==> src/rtl/zframe_reader.sv <==
// SDRAM frame-buffer reader: prefetches RGB565 words into a small FIFO and hands one pixel per TFT request.
// Optional build macro ZFRAME_READER_DOUBLE_BUFFER_EN adds iBuf_Sel to pick one of two frame bases.
module zframe_reader #(
  parameter int          H_ACTIVE      = 480,
  parameter int          V_ACTIVE      = 272,
  parameter logic [23:0] FRAME_BASE    = 24'h0,
  parameter int          FIFO_DEPTH    = 16,
  parameter logic [15:0] UNDERFLOW_RGB = 16'hF800
) (
  input  logic        clk,
  input  logic        rst_n,
  input  logic        en,
  input  logic        iFrame_Start,
  input  logic        iPixel_Req,
`ifdef ZFRAME_READER_DOUBLE_BUFFER_EN
  input  logic        iBuf_Sel,
`endif
  output logic [15:0] oPixel_Data,
  output logic        oPixel_Valid,
  output logic        oUnderflow,
  output logic [23:0] oSDRAM_Rd_Addr,
  output logic        oSDRAM_Rd_Req,
  input  logic        iSDRAM_Rd_Done,
  input  logic [15:0] iSDRAM_Rd_Data
);

  localparam int TOTAL  = H_ACTIVE * V_ACTIVE;
  localparam int FC_REQ = $clog2(TOTAL + 1);
  localparam int FC_W   = (FC_REQ > 17) ? FC_REQ : 17;
  localparam int AW     = $clog2(FIFO_DEPTH);

  localparam logic [FC_W-1:0] FC_TOTAL      = FC_W'(TOTAL);
  localparam logic [AW:0]     CNT_ISSUE_MAX = (AW + 1)'(FIFO_DEPTH - 1);

  typedef enum logic [2:0] {
    S_IDLE,
    S_REQ,
    S_GAP,
    S_HOLD,
    S_DONE
  } state_t;

  state_t          r_state;
  state_t          w_state_nxt;
  logic            r_drop;
  logic            w_drop_nxt;
  logic [FC_W-1:0] r_fetch_cnt;
  logic [FC_W-1:0] w_fetch_nxt;
  logic [23:0]     r_base;
  logic [23:0]     w_base_sel;
  logic [23:0]     w_base_nxt;
  logic            r_rd_req;
  logic [23:0]     r_rd_addr;

  logic [15:0]     r_mem [FIFO_DEPTH];
  logic [AW-1:0]   r_wr_ptr;
  logic [AW-1:0]   r_rd_ptr;
  logic [AW:0]     r_count;

  logic            w_empty;
  logic            w_pix_req;
  logic            w_pop;
  logic            w_push;
  logic            w_can_issue;

  logic [15:0]     r_pix_data_p1;
  logic            r_pix_vld_p1;
  logic            r_underflow;

`ifdef ZFRAME_READER_DOUBLE_BUFFER_EN
  assign w_base_sel = iBuf_Sel ? (FRAME_BASE + 24'h020000) : FRAME_BASE;
`else
  assign w_base_sel = FRAME_BASE;
`endif

  // The base is sampled only at frame start so a mid-frame buffer toggle cannot split a frame.
  assign w_base_nxt  = iFrame_Start ? w_base_sel : r_base;

  assign w_empty     = (r_count == '0);
  assign w_pix_req   = iPixel_Req & ~iFrame_Start;
  assign w_pop       = w_pix_req & ~w_empty;
  assign w_push      = (r_state == S_REQ) & iSDRAM_Rd_Done & ~r_drop & ~iFrame_Start;
  assign w_fetch_nxt = iFrame_Start ? '0 : (w_push ? r_fetch_cnt + 1'b1 : r_fetch_cnt);
  assign w_can_issue = en & (r_fetch_cnt < FC_TOTAL) & (r_count <= CNT_ISSUE_MAX);

  always_comb begin
    w_state_nxt = r_state;
    w_drop_nxt  = r_drop;
    case (r_state)
      S_IDLE: if (en && iFrame_Start) w_state_nxt = S_REQ;
      S_REQ: begin
        if (iSDRAM_Rd_Done) begin
          w_state_nxt = S_GAP;
          w_drop_nxt  = 1'b0;
        end
      end
      S_GAP:  w_state_nxt = w_can_issue ? S_REQ : S_HOLD;
      S_HOLD: begin
        if (r_fetch_cnt == FC_TOTAL) w_state_nxt = S_DONE;
        else if (w_can_issue)        w_state_nxt = S_REQ;
      end
      S_DONE: w_state_nxt = S_DONE;
      default: w_state_nxt = S_IDLE;
    endcase
    // A read in flight must finish on the bus; its word is thrown away and fetching restarts afterwards.
    if (iFrame_Start && (r_state != S_IDLE)) begin
      if (r_state == S_REQ) begin
        if (!iSDRAM_Rd_Done) w_drop_nxt = 1'b1;
      end else begin
        w_state_nxt = en ? S_REQ : S_HOLD;
      end
    end
  end

  always_ff @(posedge clk or negedge rst_n) begin
    if (!rst_n) begin
      r_state     <= S_IDLE;
      r_drop      <= 1'b0;
      r_fetch_cnt <= '0;
      r_base      <= FRAME_BASE;
      r_rd_req    <= 1'b0;
      r_rd_addr   <= '0;
    end else begin
      r_state     <= w_state_nxt;
      r_drop      <= w_drop_nxt;
      r_fetch_cnt <= w_fetch_nxt;
      r_base      <= w_base_nxt;
      r_rd_req    <= (w_state_nxt == S_REQ);
      if ((w_state_nxt == S_REQ) && (r_state != S_REQ))
        r_rd_addr <= w_base_nxt + 24'(w_fetch_nxt);
    end
  end

  always_ff @(posedge clk) begin
    if (w_push) r_mem[r_wr_ptr] <= iSDRAM_Rd_Data;
  end

  always_ff @(posedge clk or negedge rst_n) begin
    if (!rst_n) begin
      r_wr_ptr <= '0;
      r_rd_ptr <= '0;
      r_count  <= '0;
    end else if (iFrame_Start) begin
      r_wr_ptr <= '0;
      r_rd_ptr <= '0;
      r_count  <= '0;
    end else begin
      if (w_push) r_wr_ptr <= r_wr_ptr + 1'b1;
      if (w_pop)  r_rd_ptr <= r_rd_ptr + 1'b1;
      case ({w_push, w_pop})
        2'b10:   r_count <= r_count + 1'b1;
        2'b01:   r_count <= r_count - 1'b1;
        default: r_count <= r_count;
      endcase
    end
  end

  // ---- stage p1: pixel handed to the TFT one cycle after its request ----
  always_ff @(posedge clk or negedge rst_n) begin
    if (!rst_n) begin
      r_pix_data_p1 <= '0;
      r_pix_vld_p1  <= 1'b0;
      r_underflow   <= 1'b0;
    end else begin
      r_pix_vld_p1 <= w_pix_req;
      if (w_pix_req) r_pix_data_p1 <= w_empty ? UNDERFLOW_RGB : r_mem[r_rd_ptr];
      if (iFrame_Start)            r_underflow <= 1'b0;
      else if (w_pix_req && w_empty) r_underflow <= 1'b1;
    end
  end

  assign oPixel_Data    = r_pix_data_p1;
  assign oPixel_Valid   = r_pix_vld_p1;
  assign oUnderflow     = r_underflow;
  assign oSDRAM_Rd_Addr = r_rd_addr;
  assign oSDRAM_Rd_Req  = r_rd_req;

endmodule

==> config.mk <==
export PLATFORM = sky130hd
export DESIGN_NAME = zframe_reader
export DESIGN_NICKNAME = d
export VERILOG_FILES = /design/src/rtl/zframe_reader.sv
export SDC_FILE = /design/constraint.sdc
export NUM_CORES = 1
export LEC_CHECK = 0
export ABC_AREA = 1
export CORE_MARGIN = 4
export CORE_UTILIZATION = 55
export CTS_CLUSTER_SIZE = 40
export DETAILED_ROUTE_END_ITERATION = 10
export PLACE_DENSITY = 0.76
export SYNTH_ARGS = -nofsm -noshare
export SYNTH_HDL_FRONTEND = slang
export SYNTH_SLANG_ARGS = --single-unit
==> constraint.sdc <==
create_clock -name clk -period 2.8 [get_ports clk]
set_clock_uncertainty 0.2 [all_clocks]
set_input_delay 0.7 -clock clk [delete_from_list [all_inputs] [get_ports clk]]
set_output_delay 0.7 -clock clk [all_outputs]
set_load 0.01 [all_outputs]
Word level (Yosys, flattened, before mapping)
Memories as Yosys holds them, arrays and structs flattened.
Cells that the tools add are included.
{"block": "op_classes", "add_sub_neg": 6, "mul": 0, "div_mod_pow": 0, "order_cmp": 2, "eq_ne": 9, "n_shift": 0, "muxes": 28, "bitwise": 10, "reduce_logical": 11}
{"operator": "2-to-1 mux 17 bit", "n": 2}
{"operator": "adder 24 x 17 -> 24 bit", "n": 1}
{"operator": "2-to-1 mux 24 bit", "n": 1}
{"operator": "2-to-1 mux 3 bit", "n": 6}
{"operator": "adder 17 x 1 -> 17 bit (second input constant)", "n": 1}
{"operator": "equality test 17 bit (second input constant)", "n": 1}
{"operator": "less-than comparator 17 bit (second input constant)", "n": 1}
{"operator": "2-to-1 mux 16 bit", "n": 1}
{"operator": "2-to-1 mux 4 bit", "n": 4}
{"operator": "case mux 3 bit (5 select lines)", "n": 1}
{"operator": "case mux 5 bit (2 select lines)", "n": 1}
{"operator": "2-to-1 mux 1 bit", "n": 9}
{"operator": "adder 4 x 1 -> 4 bit (second input constant)", "n": 2}
{"operator": "AND 1 bit", "n": 7}
{"operator": "equality test 3 x 1 -> 1 bit (second input constant)", "n": 2}
{"operator": "equality test 3 x 2 -> 1 bit (second input constant)", "n": 2}
{"operator": "nonzero test 2 bit", "n": 3}
{"operator": "nonzero test 3 bit", "n": 2}
{"operator": "adder 5 x 1 -> 5 bit (second input constant)", "n": 1}
{"operator": "less-or-equal comparator 5 x 4 -> 1 bit (second input constant)", "n": 1}
{"operator": "logical NOT 5 bit", "n": 1}
{"operator": "2-to-1 mux 5 bit", "n": 1}
{"operator": "subtractor 5 x 1 -> 5 bit (second input constant)", "n": 1}
{"operator": "logical AND 1 bit", "n": 4}
{"operator": "other kinds (7)", "n": 10}
{"block": "word_totals", "reg_bits": 101, "latchBits": 0, "mem_bits_rw": 256, "mem_bits_ro": 0, "input_bits": 22, "output_inout_bits": 43, "mem_count": 1}
{"memory": "r_mem", "words": 16, "width": 16, "rd": 1, "rd_clocked_by_memory_dff": 0, "wr": 1, "line": "55", "rtl": "logic [15:0] r_mem [FIFO_DEPTH];"}

Logic depth before layout (Yosys ltp)
{"block": "logic_depth", "depth_word": 10, "ltp_mapped": 22, "ltp_nobuf": 22}

Worst setup path before layout
No wires, ideal clock.
{"block": "synth_timing", "kind": "register to register", "startpoint": "reg r_state[2]", "endpoint": "mem r_mem[1][0] (enable)", "arrival_time_ps": 2441, "required_time_ps": 2191, "slack_ps": -250, "stages_incl_launch_ff": 7, "path_buffers": 1, "period_less_slack_ps": 3050, "cell_sequence": "dfrtp_1 -> nor3_4 -> nand3_2 -> inv_2 -> nand2_2 -> clkbuf_1 -> nor3_1"}
{"block": "synth_via", "elab_chain_len": 6}
{"element": "start, declared", "line": "43", "rtl": "state_t r_state;"}
{"element": "start signal, assigned", "line": "124", "rtl": "r_state <= w_state_nxt;"}
{"element": "equality test 3 x 1 -> 1 bit", "line": "82", "rtl": "assign w_push = (r_state == S_REQ) & iSDRAM_Rd_Done & ~r_drop & ~iFrame_Start;"}
{"element": "AND 1 bit (3 in series)", "line": "82"}
{"element": "2-to-1 mux 1 bit", "line": "135", "rtl": "if (w_push) r_mem[r_wr_ptr] <= iSDRAM_Rd_Data;"}
{"element": "2-to-1 mux 1 bit (implied by the code)", "line": "135"}
{"element": "end, declared", "line": "55"}
Every way passes these cells.

Worst setup path in the final report
{"block": "layout_timing", "startpoint": "reg r_state[0]", "endpoint": "reg r_rd_addr[22], in the netlist oSDRAM_Rd_Addr[22]"}
{"block": "layout_via", "elab_chain_len": 7, "elab_cells_between_ends": 23}
{"element": "equality test 3 x 1 -> 1 bit", "line": "82"}
{"element": "AND 1 bit (3 in series)", "line": "82"}
{"element": "2-to-1 mux 17 bit (2 in series)", "line": "83", "rtl": "assign w_fetch_nxt = iFrame_Start ? '0 : (w_push ? r_fetch_cnt + 1'b1 : r_fetch_cnt);"}
{"element": "named net w_fetch_nxt[7]", "line": "48", "rtl": "logic [FC_W-1:0] w_fetch_nxt;"}
{"element": "adder 24 x 17 -> 24 bit", "line": "130", "rtl": "r_rd_addr <= w_base_nxt + 24'(w_fetch_nxt);"}
{"element": "end signal, assigned", "line": "130"}
{"element": "end, declared", "line": "53", "rtl": "logic [23:0] r_rd_addr;"}
The timed path passes the listed nets, and every way through them passes these cells.
A chain may end at the register's enable or synchronous reset.

==> results.md <==
* Result of the run: finished with violations
* Violations in the final reports: negative setup slack
* Average routed wire per standard cell at 20.2 µm
* Post-DRT Antenna Nets at 0
* Top cells by area, synth: sky130_fd_sc_hd__edfxtp_1 (49%), sky130_fd_sc_hd__dfrtp_1 (16%), sky130_fd_sc_hd__nand2_1 (7.4%), sky130_fd_sc_hd__o21ai_0 (4.3%), sky130_fd_sc_hd__nor2_1 (3.9%)
* Slew at the pin closest to its max-slew limit at 0.698 ns
* Antenna violations before repair at 2
* Worst slack on hold paths at 0.277 ns
* Drt first pass iters at 5
* Post-synth top area share at approximately 50%
* Count of buffers from port buffering at 64
* Cell breakdown of the critical path: inv_2 > nor3_4 > nand3_4 > inv_4 > nand2_8 > nor2_4 > nand3_1 > o21ai_1 > a21oi_1 > ha_1 > nand2_1 > nand2_1 > nand2_1 > nand2_1 > nand2_2 > o211ai_1 > nand2_1 > nand3_1 > nand2_1 > nand2_1 > nand2_1 > nand2_1
* Fraction of layout cells with a size suffix above 1 at 23.2%
* Wire length of the first global-routing pass at around 64000 µm
* LEAKAGE at 8.31 nW
* Worst slack after detailed placement at -0.990 ns
* Full die area at around 31000 µm²
* Commonest cells after routing, fill and taps aside: sky130_fd_sc_hd__nand2_1 (270), sky130_fd_sc_hd__edfxtp_1 (256), sky130_fd_sc_hd__buf_4 (174)
* Clk slew on worst S/H paths at 0.06 ns
* Finished Layout Cells at 2131
* Post-layout min period at around 3.2 ns
* Cells after Synth at 1479
* Layout fillers at around 1800
* Worst slew margin relative to its limit at between 50% and 60%
* Area of the mapped netlist at 15700 µm²
* Final nets at about 1800
* GP Congestion at between 0.8 and 0.9
* Crit path max-delay cell type: sky130_fd_sc_hd__ha_1
* Worst path most repeated cell: sky130_fd_sc_hd__nand2_1
* Final core utilization at 72.5%
* Via Count at between 10000 and 15000
* Critical-path maximum fanout at 8
* Antenna Cells at 0
* Drt total wl at 43000 µm
* Maximum cell stage delay along the critical path at 0.38 ns
* Die Span Y at approximately 180 µm
* Commonest register cell after synthesis: sky130_fd_sc_hd__edfxtp_1
* Average cell area after synthesis at ~11 µm²
* CTS root buffer: sky130_fd_sc_hd__clkbuf_16
* Setup repair after global routing missed its margin: true
* Setup TNS at -5.77 ns
* Starting Density at 56.0%
* Final hold violations at 0
* Placed cell areas at ~18000 µm²
* Htree depth at 2
* Vias per cell at 5.80
* Total GRT Usage at a little over a quarter
* Maximum frequency from static timing analysis at between 0.3 and 0.4 GHz
* Placeable core region at approximately 28000 µm²
* EDFF count, synth at 256
* DRC at 0
* Total clock buffers created by CTS at 38
* Crit path setup slack, layout at -0.422 ns
* Fraction of the yosys area taken by sequential cells at 65.3%
* Final worst-path cycle share at 115%
* Ys Warns at 0
* Data required time at the worst endpoint at 3.02 ns
* Kind of end point of the critical path: register
* Count of cell types in the netlist at 39
* Max rail drop VDD at 0.447 mV
* Die width at 177 µm
* Clock tree buffer depth at 3
* Clock network latency to the later pin of the worst-skew pair at 0.54 ns
* Worst Setup Start Kind: register
* Max-cap check violation count at 0
* DRC violation total after the first TritonRoute iteration at between 1000 and 1500
* Clock tree from TritonCTS: yes
* Vias in the first global route at 12300
* Yosys top cell by area: sky130_fd_sc_hd__edfxtp_1
* Power density cells at 682 nW/µm²
* HP Class: reg -> reg
* Power Total at 13.8 mW
* Clock Sink Count at 357
* Number of top-level pins at 65
* # rows at 61
* Maximum number of pins on one net before global-route repair at 87
* Synthesized flop and latch total at about 360
* Most common cell after layout, fill and taps aside: sky130_fd_sc_hd__nand2_1
* Post-DP HPWL at 24900 µm
* Count of endpoints failing setup in the final report at 19
* Final max-slew violation count at 0
* Growth of design area from synthesis to finish at 29.4%
* Gr ovfl total at 0
* Total instance count after detailed placement at 2030
* Data arrival time at the worst-slack endpoint at 3.44 ns
* Syn_nets at 1530
* Category of the critical setup timing path: reg -> reg
* FFs w/ async S/R, synth at 28.3%
* Finished Cell Area at ~20000 µm²
==> layout make-up <==
| cell class | instances | area [µm²] | area share [%] |
|---|---|---|---|
| Multi-Input combinational cell | 927 | 5420 | 26.7 |
| Inverter | 134 | 515 | 2.54 |
| Sequential cell | 357 | 10200 | 50.4 |
| Clock buffer | 51 | 1020 | 5.03 |
| Timing Repair Buffer | 266 | 2420 | 11.9 |
| Clock inverter | 18 | 198 | 0.976 |
| Tap cell | 378 | 473 | 2.33 |
==> power by group <==
group	internal, mW	switching (mW)	total, mW	leakage (nW)
logic	1.10	1.69	2.80	4.05
clock network	2.87	2.05	4.92	0.599
registers	5.90	0.204	6.10	3.67
total	9.86	3.95	13.8	8.31
==> kinds of logic (layout without fill, tap and decap cells) <==
| family | count (synthesis) | in the layout | synth area share [%] |
|---|---|---|---|
| AND/OR/NAND/NOR | 601 | 601 | 16.0 |
| flip-flops | 357 | 357 | 65.3 |
| AO/OA/AOI/OAI | 270 | 270 | 9.94 |
| buffers and inverters | 195 | 469 | 4.86 |
| adder cells (fa/ha/maj) | 29 | 29 | 2.41 |
| XOR/XNOR | 27 | 27 | 1.51 |
==> worst max-delay path, delay by kind of cell, from the launching register on <==
kind            cells  cell delay (ns)
compound gates      3             0.31
buf+inv             2             0.16
fa+ha+maj           1             0.38
flops               1             0.36
simple gates       16             1.72
==> cells in the mapped netlist (5+ instances only) <==
cell and instances:
sky130_fd_sc_hd__dfrtp_1 101, sky130_fd_sc_hd__clkbuf_1 46, sky130_fd_sc_hd__nand3_1 77, sky130_fd_sc_hd__inv_1 128
sky130_fd_sc_hd__nand2_1 310, sky130_fd_sc_hd__nand4_1 15, sky130_fd_sc_hd__a21oi_1 57, sky130_fd_sc_hd__nor2_1 164
sky130_fd_sc_hd__a32o_1 7, sky130_fd_sc_hd__o22ai_1 18, sky130_fd_sc_hd__inv_2 6, sky130_fd_sc_hd__nor3_1 18
sky130_fd_sc_hd__xor2_1 19, sky130_fd_sc_hd__o221ai_1 21, sky130_fd_sc_hd__o21ai_0 134, sky130_fd_sc_hd__xnor2_1 8
sky130_fd_sc_hd__ha_1 27, sky130_fd_sc_hd__buf_2 11, sky130_fd_sc_hd__o211ai_1 20, sky130_fd_sc_hd__o21ai_1 5
sky130_fd_sc_hd__edfxtp_1 256
==> layer usage <==
metal	part of all wire, %	vias to the layer above	global-route usage (%)
met4	3.6	4	9.61
li1	-	5600	-
met2	49	629	43.1
met5	0.063	-	0
met3	8.6	123	5.38
met1	38	6011	34.6
==> state kept, by name, indices dropped and copies added (netlist names), 4 cells and up, named ones only <==
name,flops
r_count,5
r_base,24
r_wr_ptr,4
r_mem,256
oSDRAM_Rd_Addr,24
r_rd_ptr,4
r_fetch_cnt,17
oPixel_Data,16
==> worst paths after layout <==
check | from | endpoint | slack [ns] | depth (start not counted)
worst min-delay path | oSDRAM_Rd_Addr[20] | oSDRAM_Rd_Addr[20] | 0.28 | 2
worst max register to register | r_state[0] | oSDRAM_Rd_Addr[22] | -0.42 | 22
max in group asynchronous | rst_n | oSDRAM_Rd_Addr[15] | 1.15 | 3
worst max-delay path | r_state[0] | oSDRAM_Rd_Addr[22] | -0.42 | 22
worst min register to register | oSDRAM_Rd_Addr[20] | oSDRAM_Rd_Addr[20] | 0.28 | 2
min in group asynchronous | rst_n | oSDRAM_Rd_Addr[11] | 0.49 | 2
==> what timing repair did <==
item | CTS | global route
pin swaps | 31 | 60
hold endpoints to repair | 34 | 0
hold buffers | 1 | 0
resized for setup | 50 | 110
cloned | 0 | 1
setup endpoints to repair | 21 | 22
buffers inserted | 10 | 20
Power figures use the tool's default switching activity.
